## config.mk

```make
export PLATFORM = sky130hd
export DESIGN_NAME = collision_ctl
export DESIGN_NICKNAME = d
export VERILOG_FILES = /design/src/rtl/collision_ctl.sv
export SDC_FILE = /design/constraint.sdc
export NUM_CORES = 1
export LEC_CHECK = 0
export BUFFER_PORTS_ARGS = -buffer_cell sky130_fd_sc_hd__buf_2
export CORE_MARGIN = 2
export CORE_UTILIZATION = 45
export DETAILED_ROUTE_END_ITERATION = 6
export PLACE_DENSITY = 0.7
export SYNTH_ARGS = -nofsm -noshare
export SYNTH_HDL_FRONTEND = slang
export SYNTH_SLANG_ARGS = --single-unit
```

## constraint.sdc

```tcl
create_clock -name pclk -period 5.71 [get_ports pclk]
set_input_delay 0.2855 -clock pclk [delete_from_list [all_inputs] [get_ports pclk]]
set_output_delay 0.2855 -clock pclk [all_outputs]
set_load 0.01 [all_outputs]
```

## src/rtl/collision_ctl.sv

```systemverilog
// Pointer/obstacle collision detector and lives/invulnerability controller.
// Stage 1 registers the pixel overlap test; stage 2 is the game FSM.
module collision_ctl #(
  parameter int POINTER_W     = 16,
  parameter int POINTER_H     = 16,
  parameter int LIVES         = 3,
  parameter int INVULN_FRAMES = 60
) (
  input  logic        pclk,
  input  logic        rst,
  input  logic [11:0] obstacle_x,
  input  logic [11:0] obstacle_y,
  input  logic [11:0] mouse_xpos,
  input  logic [11:0] mouse_ypos,
  input  logic        game_on,
  input  logic        frame_tick,
  input  logic        restart,
  output logic        hit,
  output logic [2:0]  lives,
  output logic        invuln,
  output logic        game_over
);

  typedef enum logic [1:0] {
    IDLE,
    ARMED,
    INVULN,
    OVER
  } state_t;

  state_t      state_q, state_d;
  logic        raw_hit_q, raw_hit_d;
  logic [2:0]  lives_q, lives_d;
  logic [7:0]  cnt_q, cnt_d;
  logic        hit_q, hit_d;
  logic        invuln_q, invuln_d;
  logic        over_q, over_d;
  logic        take_hit;
  logic [12:0] x_hi, y_hi;

  // 13-bit bounds so a pointer at the right/bottom edge never wraps to 0
  assign x_hi = {1'b0, mouse_xpos} + 13'(POINTER_W - 1);
  assign y_hi = {1'b0, mouse_ypos} + 13'(POINTER_H - 1);

  assign raw_hit_d = ((obstacle_x != 12'd0) || (obstacle_y != 12'd0))
                  && (obstacle_x >= mouse_xpos)
                  && ({1'b0, obstacle_x} <= x_hi)
                  && (obstacle_y >= mouse_ypos)
                  && ({1'b0, obstacle_y} <= y_hi);

  always_ff @(posedge pclk) begin
    if (rst) raw_hit_q <= 1'b0;
    else     raw_hit_q <= raw_hit_d;
  end

  assign take_hit = (state_q == ARMED) && game_on
                 && raw_hit_q && !restart;

  always_ff @(posedge pclk) begin
    if (rst) state_q <= IDLE;
    else     state_q <= state_d;
  end

  always_comb begin
    state_d = state_q;
    lives_d = lives_q;
    cnt_d   = cnt_q;
    if (restart) begin
      state_d = IDLE;
      lives_d = 3'(LIVES);
      cnt_d   = 8'd0;
    end else begin
      unique case (state_q)
        IDLE: begin
          if (game_on) state_d = ARMED;
        end
        ARMED: begin
          if (!game_on) begin
            state_d = IDLE;
          end else if (take_hit) begin
            lives_d = (lives_q != 3'd0) ? lives_q - 3'd1 : 3'd0;
            if (lives_d == 3'd0) begin
              state_d = OVER;
            end else begin
              state_d = INVULN;
              cnt_d   = 8'(INVULN_FRAMES);
            end
          end
        end
        INVULN: begin
          if (!game_on) begin
            state_d = IDLE;
          end else if (frame_tick) begin
            cnt_d = (cnt_q != 8'd0) ? cnt_q - 8'd1 : 8'd0;
            if (cnt_q <= 8'd1) state_d = ARMED;
          end
        end
        OVER: begin
          state_d = OVER;
        end
        default: state_d = IDLE;
      endcase
    end
  end

  always_comb begin
    hit_d    = take_hit;
    invuln_d = (state_d == INVULN);
    over_d   = (state_d == OVER);
  end

  always_ff @(posedge pclk) begin
    if (rst) begin
      lives_q  <= 3'(LIVES);
      cnt_q    <= 8'd0;
      hit_q    <= 1'b0;
      invuln_q <= 1'b0;
      over_q   <= 1'b0;
    end else begin
      lives_q  <= lives_d;
      cnt_q    <= cnt_d;
      hit_q    <= hit_d;
      invuln_q <= invuln_d;
      over_q   <= over_d;
    end
  end

  assign hit       = hit_q;
  assign lives     = lives_q;
  assign invuln    = invuln_q;
  assign game_over = over_q;

endmodule

```

==> results of run 1 <==
-- cell usage after synthesis, types with 2 or more instances --
cell,number,area [um2]
a2111oi_0,3,26.28
a211oi_1,3,22.52
a21boi_0,2,15.01
a21o_1,8,60.06
a21oi_1,21,105.1
a31oi_1,2,12.51
and3_1,7,43.79
clkbuf_1,2,7.510
dfxtp_1,17,340.3
ha_1,55,688.2
inv_1,34,127.6
mux2i_1,2,20.02
nand2_1,21,78.83
nand2b_1,4,25.02
nand3_1,10,50.05
nand4_1,4,25.02
nor2_1,22,82.58
nor2b_1,7,43.79
nor3_1,6,30.03
nor4_1,8,50.05
o211ai_1,2,15.01
o21a_1,2,15.01
o21ai_0,15,75.07
o221a_2,4,45.04
or2_2,4,25.02
or3_1,6,37.54
xnor2_1,20,175.2
-- layer usage --
layer / vias up / GRT usage [%] / wire length (um)
li1: 1221 / - / -
met1: 1107 / 25.02 / 2677
met2: 47 / 31.50 / 2537
met3: 5 / 1.422 / 167
met4: 0 / 3.273 / 37
met5: - / 0 / 0
-- final timing paths --
check	to	startpoint	slack [ns]
worst max-delay path	raw_hit_q	mouse_xpos[0]	3.20
worst min-delay path	state_q[0]	rst	0.22
worst max register to register	cnt_q[7]	lives[0]	3.58
worst min register to register	cnt_q[7]	cnt_q[7]	0.46
-- per-stage QoR --
step                      hold slack, ns  util (%)  area [um2]  cells
final                             0.2234     54.78        2780    435
after global routing              0.2317     54.78        2780    435
after CTS                         0.2182     54.78        2780    435
after detailed placement          0.4568     53.90        2735    431
after global placement            0.4548     53.90        2735    431
after floorplan                   0.3579         -        2365    305
-- power groups by stage --
stage                     clock, mW  sequential, mW  combinational, mW
after CTS                    0.0957           0.119              0.136
after floorplan                   0           0.122             0.0850
after global placement            0           0.122              0.131
after global routing         0.0994           0.119              0.156
final                        0.0908           0.119              0.135
after detailed placement          0           0.122              0.134
-- logic make-up after synthesis --
| logic type | Yosys count | synth area share (%) |
|---|---|---|
| flops | 17 | 14.39 |
| buf+inv | 36 | 5.714 |
| fa+ha+maj | 55 | 29.10 |
| compound gates | 70 | 19.42 |
| mux | 3 | 1.323 |
| simple gates | 104 | 22.65 |
| xor+xnor | 20 | 7.407 |
-- registers in the layout, summed over array words and instances, names as in the netlist --
name	cells
hit	1
state_q	2
lives	3
game_over	1
invuln	1
cnt_q	8
raw_hit_q	1
-- cells in the final DEF (no fill, tap or decap), types with 8 or more instances in the layout --
| cell | Yosys | routed |
|---|---|---|
| a21o_1 | 8 | 8 |
| nand3_1 | 10 | 10 |
| nor4_1 | 8 | 8 |
| nand2_1 | 21 | 21 |
| dfxtp_1 | 17 | 17 |
| inv_1 | 34 | 34 |
| o21ai_0 | 15 | 15 |
| buf_2 | 0 | 58 |
| a21oi_1 | 21 | 21 |
| ha_1 | 55 | 55 |
| xnor2_1 | 20 | 20 |
| nor2_1 | 22 | 22 |
-- worst register-to-register path, cell delays in order, from the launching register on --
cell     delay, ns
dfxtp_1       0.43
or2_2         0.16
inv_1         0.04
ha_1          0.19
a31oi_1       0.17
o21ai_0       0.12
a21o_1        0.30
or4_1         0.53
mux2i_1       0.12
-- area by class of cell --
class	count	area (um2)
Clock buffer	4	45.04
Fill cell	533	2295
Inverter	34	127.6
Multi-Input combinational cell	252	1889
Sequential cell	17	340.3
Tap cell	70	87.58
Timing Repair Buffer	58	290.3
==> impl_metrics.toml, run 1 <==
[timing]
setup_viol = 0
drv_slew = 0
layout_min_cycle_time_ns = 2.514
period_share_pct = 44.02
worst_pin_slew_ns = 0.6647
rsz0062_at_grt = "false"
tns_ns = 0
slew_headroom_pct = 55.52
finClkSkew_ns = 0.002656
max_freq_mhz = 397.8
setup_slack_ns = 3.196
finalHoldViolCount = 0

[min_path]
hp-class = "in -> reg"
holdPathStages = 2

[power_and_ir_drop]
p_seq_share_pct = 34.6
leakage_nw = 1.395
finalPower_mw = 0.3452
power.clock.fraction_pct = 26.3
ir_worst_vdd_mv = 0.06054
p_int_mw = 0.2322
p_switching_mw = 0.1131
power_density_mw_per_mm2 = 124.2
comb_power_share_pct = 39.1
swShare_pct = 32.75

[critical_path]
cp_data_arrival_time_ns = 2.66
reg2reg_depth = 8
cp_slowest_cell = "or2_2"
endpoint_kind = "flip-flop"
cp.depth = 13
crit_chain = "buf_2 -> inv_1 -> ha_1 -> a21oi_1 -> nand3_1 -> xnor2_1 -> ha_1 -> and3_1 -> nand3_1 -> or2_2 -> o221ai_1 -> o211ai_1 -> and4b_1"
crit_buf_inv = 2
crit_fanout = 4
cp.required_ns = 5.86
critPathLaunchType = "input pin"
crit_type = "in -> reg"
crit_family = "simple AND/OR/NAND/NOR gates"
slowest_delay_ns = 0.32

[route]
ant_nets = 0
drtIter0Drc = 51
wl_mm = 5.419
drt-wirelength-per-cell_um = 12.46
vias = 2380
drc = 0
vias_per_cell = 5.471
firstDrtPassIters = 4

[finish]
num_antenna_cells = 0
drive_gt1_share_pct = 19.45
syn_to_final_growth_pct = 17.57
fin_nets = 474

[synthesis]
syn_area_mm2 = 0.002365
synth_edf_count = 0
yosysSeqAreaShare_pct = 14.39
yosys_warnings = 0
syn_nets = 413
yosysUniqueCellTypes = 41
async_flop_share_pct = 0
synth_flop_cell = "dfxtp_1"
syn_inst = 305
ys_ff_latch = 17
avgSynthCellArea_um2 = 7.753

[clocking]
cts_resized = 0
clk_transition_reported_paths_ns = 0.06
cts_tree = "yes"
cts_max_level = 1
cts_root_buf = "clkbuf_8"
hold_buffers = 0
cts_sinks = 17
post-cts-setup-buffers = 0
clk_latency_ns = 0.25
cts_inserted_buffers = 3
clockBufferDepth = 2

[global_route]
grt_antenna_before_repair = 0
overflow = 0
grt_pass1_wl_mm = 9.108
grt_max_degree = 13
grt_pass1_vias = 2144
grtUsageTotal_pct = 18.24

[run]
cap_violations = 0

[die]
start_util_pct = 46.60
die_h_um = 76.49
num_rows = 26
die_w_um = 76.49
dieArea_mm2 = 0.005851
io_pins = 59
core_area_mm2 = 0.005075

[placement]
pre_cts_slack_ns = 2.940
hpwl_mm = 4.643
gp_congestion = 0.8886
io_buffers = 58

[status]
outcome = "finished, final reports clean"
No activity file was read; power rests on OpenSTA's default activity.
==> inputs of run 2 (changes only) <==
- clock period: 5.71 -> 2.4 ns (I/O delays scaled with it)
==> run 2 against run 1 <==
- via count grew 0.34%
- sequential power increased by 140%
- first-iteration DRC count rose by 51%
==> impl_metrics.toml, run 2 (synthesized netlist as in run 1, its figures left out) <==
[status]
outcome = "finished, final reports clean"

[timing]
max_freq_mhz = 450.6
setup_slack_ns = 0.1805
finalHoldViolCount = 0
worst_pin_slew_ns = 0.6202
layout_min_cycle_time_ns = 2.219
drv_slew = 0
rsz0062_at_grt = "false"
tns_ns = 0
period_share_pct = 92.48
slew_headroom_pct = 58.50
setup_viol = 0
finClkSkew_ns = 0.001237

[finish]
final_cell_mix = "buf_2, ha_1, inv_1, nor2_1"
drive_gt1_share_pct = 21.60
final_cells = 445
fin_nets = 484
layout_commonest_cell = "buf_2"
num_antenna_cells = 0
largest_reg_flops = 8
regMostFlops = "cnt_q"
finalInstanceArea_mm2 = 0.002855
syn_to_final_growth_pct = 20.74

[power_and_ir_drop]
power_density_mw_per_mm2 = 290.8
swShare_pct = 32.68
p_switching_mw = 0.2713
power.clock.fraction_pct = 25.9
comb_power_share_pct = 39.9
p_seq_share_pct = 34.2
ir_worst_vdd_mv = 0.1676
p_int_mw = 0.5589
finalPower_mw = 0.8303
leakage_nw = 1.443

[min_path]
hp-class = "in -> reg"

[critical_path]
crit_fanout = 3
critPathLaunchType = "input pin"
r2r_slack_ns = 0.26
endpoint_kind = "flip-flop"
cp_data_arrival_time_ns = 2.37
cp.required_ns = 2.55
crit_type = "in -> reg"

[clocking]
cts_tree = "yes"
clk_latency_ns = 0.25
hold_buffers = 0
post-cts-setup-buffers = 0
cts_max_level = 1
clk_transition_reported_paths_ns = 0.06
cts_sinks = 17
cts_resized = 0
cts_inserted_buffers = 3
clockBufferDepth = 2
cts_root_buf = "clkbuf_8"

[placement]
dpl_cell_area_mm2 = 0.002810
pre_cts_slack_ns = -0.05991
gp_congestion = 0.8667
io_buffers = 58
dp.cells = 441
hpwl_mm = 4.754

[global_route]
grt_max_degree = 13
grt_pass1_vias = 2211
grtUsageTotal_pct = 18.66
overflow = 0
grt_pass1_wl_mm = 9.321
grt_antenna_before_repair = 0

[route]
drt-wirelength-per-cell_um = 12.41
vias = 2388
drtIter0Drc = 77
drc = 0
ant_nets = 0
wl_mm = 5.522
vias_per_cell = 5.366
firstDrtPassIters = 4

[die]
die_w_um = 76.49
num_rows = 26
die_h_um = 76.49
start_util_pct = 46.60
dieArea_mm2 = 0.005851
core_area_mm2 = 0.005075
io_pins = 59

[run]
cap_violations = 0
[run 2: cell types whose count changed in the layout (fill, tap and decap cells not counted), sizes merged]
cell  previous run  this run
buf             58        68
[run 2: stage by stage]
stage          hold slack (ns)  util (%)
2_1_floorplan           0.1924         -
3_3_place_gp            0.3286     55.37
3_5_place_dp            0.3298     55.37
4_1_cts                0.06052     56.26
5_1_grt                0.08007     56.26
6_report               0.06194     56.26
[run 2: layout make-up]
type                    instances  area (um2)
inverters                      34       127.6
fillers                       487        2220
well taps                      70       87.58
repair buffers                 68       365.4
multi-input cells             252        1889
flip-flops and latches         17       340.3
clock buffers                   4       45.04
[run 2: final timing paths]
| kind | start | end | depth (start not counted) |
|---|---|---|---|
| hold reg to reg | cnt_q[7] | cnt_q[7] | 1 |
| setup / recovery | mouse_xpos[7] | raw_hit_q | 13 |
| hold / removal | rst | state_q[0] | 2 |
| setup reg to reg | lives[0] | cnt_q[7] | 8 |
[run 2: per-layer routing]
metal	wire length, um	vias to the layer above	GRT usage [%]
li1	-	1249	-
met1	2633	1062	26.10
met2	2532	73	31.59
met3	305	4	1.777
met4	51	0	2.909
met5	0	-	0
[run 2: worst max-delay path, cell delays in order]
cell	delay (ns)
buf_2	0.11
inv_1	0.05
nor3_1	0.35
nand3_1	0.17
nor2_1	0.14
xnor2_1	0.08
ha_1	0.29
and3_1	0.18
nand3_1	0.10
or2_2	0.31
o221ai_1	0.19
o211ai_1	0.10
and4b_1	0.19
[run 2: power by group through the flow]
stage | clock network, mW | registers, mW | logic [mW]
after floorplan | 0 | 0.290 | 0.202
after global routing | 0.234 | 0.284 | 0.383
after global placement | 0 | 0.290 | 0.322
after detailed placement | 0 | 0.290 | 0.329
after CTS | 0.222 | 0.284 | 0.333
final | 0.215 | 0.284 | 0.331
